--- src/rtl/skew_pipe_pkg.sv ---
// Shared constants and depth helpers for the skewed multi-channel delay pipe.
package skew_pipe_pkg;

    localparam int unsigned DEF_D_W      = 8;
    localparam int unsigned DEF_CH       = 4;
    localparam int unsigned DEF_BASE     = 1;
    localparam int unsigned DEF_STEP     = 1;
    localparam int unsigned DEF_SKEW_DIR = 0;

    // Depth of channel i: BASE plus STEP per index, index mirrored for decreasing skew.
    function automatic int unsigned depth_of(input int unsigned i,
                                             input int unsigned ch,
                                             input int unsigned base,
                                             input int unsigned step,
                                             input int unsigned skew_dir);
        int unsigned k;
        k = (skew_dir != 0) ? (ch - 1 - i) : i;
        return base + k * step;
    endfunction

    function automatic int unsigned max_depth(input int unsigned ch,
                                              input int unsigned base,
                                              input int unsigned step);
        return base + (ch - 1) * step;
    endfunction

    localparam int unsigned MAX_DEPTH = max_depth(DEF_CH, DEF_BASE, DEF_STEP);

endpackage

--- src/rtl/skew_pipe_lane.sv ---
// Single-channel delay line of DEPTH stages carrying a valid bit and a data word.
module skew_pipe_lane
    import skew_pipe_pkg::*;
#(
    parameter int unsigned D_W   = 8,
    parameter int unsigned DEPTH = 1
) (
    input  logic           clk,
    input  logic           rst_n,
    input  logic           en,
    input  logic           flush,
    input  logic           in_valid,
    input  logic [D_W-1:0] in_data,
    output logic           out_valid,
    output logic [D_W-1:0] out_data,
    output logic           busy
);

    logic [DEPTH-1:0]          v_q;
    logic [DEPTH-1:0][D_W-1:0] d_q;

    // Flush outranks enable; data moves alongside valid so bubbles keep their slot.
    always_ff @(posedge clk or negedge rst_n) begin
        if (!rst_n) begin
            v_q <= '0;
            d_q <= '0;
        end else if (flush) begin
            v_q <= '0;
            d_q <= '0;
        end else if (en) begin
            v_q[0] <= in_valid;
            d_q[0] <= in_data;
            for (int unsigned s = 1; s < DEPTH; s++) begin
                v_q[s] <= v_q[s-1];
                d_q[s] <= d_q[s-1];
            end
        end
    end

    assign out_valid = v_q[DEPTH-1];
    assign out_data  = d_q[DEPTH-1];
    assign busy      = |v_q;

endmodule

--- src/rtl/skew_pipe.sv ---
// CH independent delay lanes with linearly skewed depths, shared enable and flush.
module skew_pipe
    import skew_pipe_pkg::*;
#(
    parameter int unsigned D_W          = DEF_D_W,
    parameter int unsigned CH           = DEF_CH,
    parameter int unsigned BASE         = DEF_BASE,
    parameter int unsigned STEP         = DEF_STEP,
    parameter int unsigned SKEW_DIR     = DEF_SKEW_DIR,
    parameter int unsigned ZERO_INVALID = 1
) (
    input  logic              clk,
    input  logic              rst_n,
    input  logic              en,
    input  logic              flush,
    input  logic [CH-1:0]     in_valid,
    input  logic [CH*D_W-1:0] in_data,
    output logic [CH-1:0]     out_valid,
    output logic [CH*D_W-1:0] out_data,
    output logic              busy
);

    logic [CH-1:0]          lane_v;
    logic [CH-1:0][D_W-1:0] lane_d;
    logic [CH-1:0]          lane_busy;

    for (genvar g = 0; g < CH; g++) begin : g_lane
        localparam int unsigned DEP = depth_of(g, CH, BASE, STEP, SKEW_DIR);

        skew_pipe_lane #(
            .D_W   (D_W),
            .DEPTH (DEP)
        ) u_lane (
            .clk       (clk),
            .rst_n     (rst_n),
            .en        (en),
            .flush     (flush),
            .in_valid  (in_valid[g]),
            .in_data   (in_data[g*D_W +: D_W]),
            .out_valid (lane_v[g]),
            .out_data  (lane_d[g]),
            .busy      (lane_busy[g])
        );

        // Masking uses only the lane's own output registers, never an input.
        if (ZERO_INVALID != 0) begin : g_zero
            assign out_data[g*D_W +: D_W] = lane_v[g] ? lane_d[g] : '0;
        end else begin : g_raw
            assign out_data[g*D_W +: D_W] = lane_d[g];
        end
    end

    assign out_valid = lane_v;
    assign busy      = |lane_busy;

endmodule

--- config.mk ---
export PLATFORM = sky130hd
export DESIGN_NAME = skew_pipe
export DESIGN_NICKNAME = d
export VERILOG_FILES = /design/src/rtl/skew_pipe_pkg.sv /design/src/rtl/skew_pipe_lane.sv /design/src/rtl/skew_pipe.sv
export SDC_FILE = /design/constraint.sdc
export NUM_CORES = 1
export LEC_CHECK = 0
export BUFFER_PORTS_ARGS = -buffer_cell sky130_fd_sc_hd__buf_2
export CAP_MARGIN = 20
export CORE_AREA = 4 4 99 101
export CTS_CLUSTER_DIAMETER = 30
export CTS_CLUSTER_SIZE = 8
export DETAILED_ROUTE_END_ITERATION = 8
export DIE_AREA = 0 0 103 105
export GPL_TIMING_DRIVEN = 0
export HOLD_SLACK_MARGIN = 0.1
export PLACE_DENSITY = 0.67
export SYNTH_ARGS = -nofsm -noshare
export SYNTH_HDL_FRONTEND = slang
export SYNTH_SLANG_ARGS = --single-unit
--- constraint.sdc ---
create_clock -name clk -period 1.6 [get_ports clk]
set_clock_uncertainty 0.2 [all_clocks]
set_input_delay 0.32 -clock clk [delete_from_list [all_inputs] [get_ports clk]]
set_output_delay 0.32 -clock clk [all_outputs]
set_load 0.02 [all_outputs]
[Yosys cells after proc, flatten, opt, wreduce, memory -nomap -nowiden]
Cells that the tools add are included.
Word-level totals
  register bits: 90
  input bits: 40
  output and inout port bits: 37
  logic and storage cells: 36
Operators by class
  multiplexer cells: 20
  reductions and logical operators: 2
Operators by type and width (number)
  $mux 32: 2
  $mux 24: 2
  $mux 8: 6
  $mux 16: 2
  $reduce_or 10->1: 1
  $mux 4: 2
  $mux 3: 2
  $mux 2: 2
  $mux 1: 2
  $reduce_bool 2->1: 1

[Depth between registers and ports, before layout]
  word-level depth: 2
  mapped depth: 4
  mapped depth without buffers: 2

[By module]
A second synthesis with hierarchy kept.
Second synthesis, totals
  cell total of the unflattened synthesis: 351
  area, all modules: 4119.0 µm²
By module, submodules not included
  skew_pipe_lane (g_lane[3].u_lane): times used 1, cells each 125, area an instance 1554.0 µm², seq. area each 900.9 µm²
  skew_pipe_lane (g_lane[2].u_lane): times used 1, cells each 96, area an instance 1179.9 µm², seq. area each 675.6 µm²
  skew_pipe_lane (g_lane[1].u_lane): times used 1, cells each 67, area an instance 805.8 µm², seq. area each 450.4 µm²
  skew_pipe_lane (g_lane[0].u_lane): times used 1, cells each 30, area an instance 371.6 µm², seq. area each 225.2 µm²
  skew_pipe: times used 1, cells each 33, area an instance 207.7 µm², seq. area each 0.0 µm²

[Least setup slack after synthesis]
No wires, ideal clock.
  path kind: reg-to-output
  start point: register g_lane[2].u_lane.v_q[2]
  end point: output port busy
  data arrival time: 0.918 ns
  required time: 1.080 ns
  slack: 0.162 ns
  cell stages (with the launch flop): 3
  path buffers: 0
  cell sequence: dfrtp_1 -> nor4_1 -> nand3_1
On the way
  cells in the longest elaborated chain, start to end: 1
RTL lines
  from (decl): line skew_pipe_lane.sv:19  | logic [DEPTH-1:0] v_q;
  from (signal, indexed assignment): line skew_pipe_lane.sv:34  | v_q[s] <= v_q[s-1];
  $reduce_or 10->1: line skew_pipe.sv:54  | assign busy = |lane_busy;
  to (decl): line skew_pipe.sv:20  | output logic busy
Every way passes these cells.

[Worst setup path in the final report]
Same ends and word-level chain as after synthesis.

==> flow_summary.html <==
<table>
<tr><th>Metric</th><th>Value</th></tr>
<tr><th colspan="2">Status</th></tr>
<tr><td>Run status</td><td>complete, but fails checks</td></tr>
<tr><td>Failing checks</td><td>negative setup slack</td></tr>
<tr><th colspan="2">Yosys</th></tr>
<tr><td>Share of synthesized area occupied by flip-flops and latches</td><td>0.572</td></tr>
<tr><td>XOR/XNOR Fraction of Synth Area</td><td>0</td></tr>
<tr><td>Post-synthesis instance area</td><td>roughly 3900 sq um</td></tr>
<tr><td>Total nets after synthesis</td><td>370</td></tr>
<tr><td>Count of distinct cell types in the synthesized netlist</td><td>13</td></tr>
<tr><td>Post-synthesis cell count</td><td>330</td></tr>
<tr><td>Compound-cell area share of the yosys netlist</td><td>0</td></tr>
<tr><td>Count of synthesis-stage warnings from yosys</td><td>0</td></tr>
<tr><td>Combinational family with the most area after synthesis</td><td>multiplexers</td></tr>
<tr><td>Synthesized-area fraction occupied by and/or/nand/nor cells</td><td>0.142</td></tr>
<tr><td>Synth Area in Adders</td><td>0</td></tr>
<tr><td>Number of synthesized register bits</td><td>90</td></tr>
<tr><td>Mux cell area share after synthesis</td><td>0.229</td></tr>
<tr><td>Average footprint of a synthesized cell</td><td>around 12 sq um</td></tr>
<tr><th colspan="2">Drt</th></tr>
<tr><td>Antenna-violating nets left</td><td>0</td></tr>
<tr><td>Wire per inst</td><td>14.6 um</td></tr>
<tr><td>Via density</td><td>4.72</td></tr>
<tr><td>Drc violations</td><td>0</td></tr>
<tr><td>Total wirelength of the detailed-routed design</td><td>about 8500 um</td></tr>
<tr><td>First-pass iteration count of the detailed router</td><td>4</td></tr>
<tr><td>Vias post-DR</td><td>2733</td></tr>
<tr><td>Drt first-iter violations</td><td>65</td></tr>
<tr><th colspan="2">Die</th></tr>
<tr><td>Die ar.</td><td>10800 sq um</td></tr>
<tr><td>Area of the core region</td><td>9020 sq um</td></tr>
<tr><td>I/O pin total</td><td>77</td></tr>
<tr><td>Die height</td><td>around 110 um</td></tr>
<tr><td>Initial Util</td><td>0.436</td></tr>
<tr><td>Die outline width</td><td>slightly above 100 um</td></tr>
<tr><td>Number of cell rows</td><td>35</td></tr>
<tr><th colspan="2">Worst setup path</th></tr>
<tr><td>Critical path fanouts, max</td><td>2</td></tr>
<tr><td>Critical Path Start Type</td><td>flop</td></tr>
<tr><td>Type of the worst setup path</td><td>flop to output pin</td></tr>
<tr><td>Data arrival time of the worst path</td><td>approximately 1.4 ns</td></tr>
<tr><td>Data required time of the critical path</td><td>1.08 ns</td></tr>
<tr><td>Critical path capture point type</td><td>output pin</td></tr>
<tr><th colspan="2">Global routing</th></tr>
<tr><td>Antenna violations before repair</td><td>0</td></tr>
<tr><td>GR Util met2</td><td>0.249</td></tr>
<tr><td>Gr busiest metal</td><td>met2</td></tr>
<tr><td>Grt met3 use</td><td>0.0274</td></tr>
<tr><td>Met1 capacity usage during global routing</td><td>0.216</td></tr>
<tr><td>Global-route wire length before repair</td><td>13300 um</td></tr>
<tr><td>Global Route Usage Sum</td><td>0.158</td></tr>
<tr><td>Leftover overflow at the end of global routing</td><td>0</td></tr>
<tr><td>Largest net degree at the start of global routing</td><td>64</td></tr>
<tr><td>Vias in the first global route</td><td>roughly 2700</td></tr>
<tr><th colspan="2">Pwr</th></tr>
<tr><td>NetSw</td><td>about 1.1 mW</td></tr>
<tr><td>Clock network fraction of total power</td><td>0.379</td></tr>
<tr><td>Pwr per Cell Area</td><td>~870 nW/um^2</td></tr>
<tr><td>Proportion of total power due to net switching</td><td>0.228</td></tr>
<tr><td>Internal Power</td><td>roughly 3.7 mW</td></tr>
<tr><td>Fraction of power consumed by sequential logic</td><td>0.505</td></tr>
<tr><td>VDD IR max</td><td>approximately 0.47 mV</td></tr>
<tr><td>Share of total power in combinational logic</td><td>0.116</td></tr>
<tr><td>Static Leakage</td><td>between 2 and 3 nW</td></tr>
<tr><th colspan="2">Placed design</th></tr>
<tr><td>Setup slack at placement</td><td>-0.0375 ns</td></tr>
<tr><td>Post-DP HPWL</td><td>approximately 5200 um</td></tr>
<tr><td>Instance area at placement</td><td>4480 sq um</td></tr>
<tr><td>Routability Congestion</td><td>about 0.77</td></tr>
<tr><td>Quantity of I/O buffers inserted on ports</td><td>74</td></tr>
<tr><th colspan="2">Clock network</th></tr>
<tr><td>TritonCTS clock tree</td><td>yes</td></tr>
<tr><td>CTS H-tree depth</td><td>3</td></tr>
<tr><td>Clock sink count</td><td>90</td></tr>
<tr><td>Clock transition at path regs</td><td>0.09 ns</td></tr>
<tr><td>Clock insertion delay at the later pin of the skew report</td><td>around 0.35 ns</td></tr>
<tr><td>CTS buffer count</td><td>9</td></tr>
<tr><td>Number of buffers on the longest clock path</td><td>2</td></tr>
<tr><td>Cell at the root of the clock tree</td><td>sky130_fd_sc_hd__clkbuf_8</td></tr>
<tr><th colspan="2">Cells and area</th></tr>
<tr><td>Number of nets in the layout</td><td>slightly above 500</td></tr>
<tr><td>Ratio of cells with drive above 1 in the final layout</td><td>0.301</td></tr>
<tr><td>Count of antenna diodes in the layout</td><td>0</td></tr>
<tr><td>Post-route cell area</td><td>5460 sq um</td></tr>
<tr><td>Area growth, synth to finish</td><td>38.8%</td></tr>
<tr><th colspan="2">STA</th></tr>
<tr><td>Max-slew headroom at the worst pin</td><td>0.667</td></tr>
<tr><td>Final setup violation count</td><td>37</td></tr>
<tr><td>Min cycle time layout</td><td>between 1.5 and 2 ns</td></tr>
<tr><td>Max-slew violations</td><td>0</td></tr>
<tr><td>Share of the cycle needed by the critical path after routing</td><td>1.17</td></tr>
<tr><td>Hold violation count in the final report</td><td>0</td></tr>
<tr><td>Transition time of the tightest slew-check pin</td><td>between 0.4 and 0.5 ns</td></tr>
<tr><td>Setup repair after global routing missed its margin</td><td>yes</td></tr>
<tr><td>Final setup slack of the worst path</td><td>-0.267 ns</td></tr>
<tr><td>Max frequency</td><td>around 540 MHz</td></tr>
<tr><th colspan="2">Job</th></tr>
<tr><td>Max-Cap Viols</td><td>0</td></tr>
<tr><th colspan="2">Min path</th></tr>
<tr><td>Path category of the worst min-delay check</td><td>primary input to async pin</td></tr>
</table>
## sequential cells by signal, summed over array words and instances, names as in the netlist
name	flops
g_lane.u_lane.v_q	9
g_lane.u_lane.out_data	32
g_lane.u_lane.busy	1
g_lane.u_lane.d_q	48
## per-layer routing
layer	wire length [um]	share of wire	vias to the layer above
li1	-	-	1350
met3	305	0.036	9
met1	3880	0.46	1314
met2	4160	0.49	60
met4	114	0.013	0
met5	0	0	-
## synth_stat cells
master | instances | area, sq um
sky130_fd_sc_hd__mux2i_1 | 90 | 901
sky130_fd_sc_hd__buf_1 | 3 | 11.3
sky130_fd_sc_hd__nor2_1 | 91 | 342
sky130_fd_sc_hd__nor4_1 | 2 | 12.5
sky130_fd_sc_hd__buf_4 | 4 | 30.0
sky130_fd_sc_hd__clkbuf_1 | 6 | 22.5
sky130_fd_sc_hd__and2_1 | 32 | 200
sky130_fd_sc_hd__nand3_1 | 1 | 5.00
sky130_fd_sc_hd__dfrtp_1 | 90 | 2250
sky130_fd_sc_hd__buf_12 | 2 | 40.0
sky130_fd_sc_hd__buf_6 | 1 | 11.3
sky130_fd_sc_hd__buf_8 | 7 | 105
sky130_fd_sc_hd__clkbuf_2 | 1 | 5.00
## cell families (layout without fill, tap and decap cells)
group                  after synthesis  in the layout
buffers and inverters               24            162
DFF                                 90             90
muxes                               90             90
and+or+nand+nor                    126            126
## through the flow
| stage | TNS (ns) | std cells | util | hold WS (ns) | power [mW] |
|---|---|---|---|---|---|
| finish | -6.01 | 579 | 0.606 | 0.235 | 4.77 |
| global route | -7.39 | 579 | 0.606 | 0.279 | 4.96 |
| CTS | -5.73 | 574 | 0.582 | 0.241 | 4.79 |
| detailed placement | -0.0375 | 516 | 0.496 | 0.0685 | 2.90 |
| global placement | -70.55 | 515 | 0.493 | 0.292 | 2.88 |
| floorplan | 0 | 330 | - | -0.176 | 2.72 |
## final cells by class
cell class	count	area, sq um
Fill cell	734	3560
Sequential cell	90	2260
Multi-Input combinational cell	216	1520
Timing Repair Buffer	122	1080
Buffer	24	236
Tap cell	111	139
Clock buffer	11	131
Clock inverter	5	103
## worst max-delay path: stages (launching register included)
cell and delay [ns]:
sky130_fd_sc_hd__dfrtp_2 0.43, sky130_fd_sc_hd__nor4_2 0.28, sky130_fd_sc_hd__nand3_1 0.14, sky130_fd_sc_hd__buf_6 0.16
## path summary, 6_finish.rpt
path                                     startpoint                            to  slack (ns)  depth (start not counted)
max                         g_lane[2].u_lane.v_q[2]                          busy       -0.27                          3
min reg2reg                g_lane[2].u_lane.d_q[14]  g_lane[2].u_lane.out_data[6]        0.32                          2
max reg2reg                 g_lane[2].u_lane.v_q[2]       g_lane[2].u_lane.v_q[2]        0.37                          4
max in group asynchronous                     rst_n       g_lane[1].u_lane.v_q[1]        0.32                          3
min in group clk                                 en      g_lane[3].u_lane.d_q[15]        0.31                          4
min                                           rst_n  g_lane[0].u_lane.out_data[0]        0.23                          2
## power groups by stage
stage	clock network, mW	registers, mW	logic [mW]
3_5_place_dp	0	2.45	0.444
6_report	1.81	2.41	0.554
2_1_floorplan	0	2.43	0.286
4_1_cts	1.85	2.40	0.536
3_3_place_gp	0	2.45	0.427
5_1_grt	1.94	2.42	0.611
## cell usage in the layout, fill, tap and decap left out, drive strengths merged
cell,count
clkinv,1
bufinv,3
mux2i,90
buf,101
clkinvlp,1
nor4,2
clkbuf,19
nor2,91
and2,32
dlygate4sd3,37
dfrtp,90
nand3,1
## timing repair
action | CTS | global route
gates resized for setup | 39 | 54
hold buffers | 37 | 0
pin swaps | 1 | 1
buffers inserted | 5 | 3
endpoints found under the setup margin | 37 | 37
endpoints found under the hold margin | 126 | 0
gates cloned | 0 | 2
Note: power is estimated with default switching activity, not from simulation.
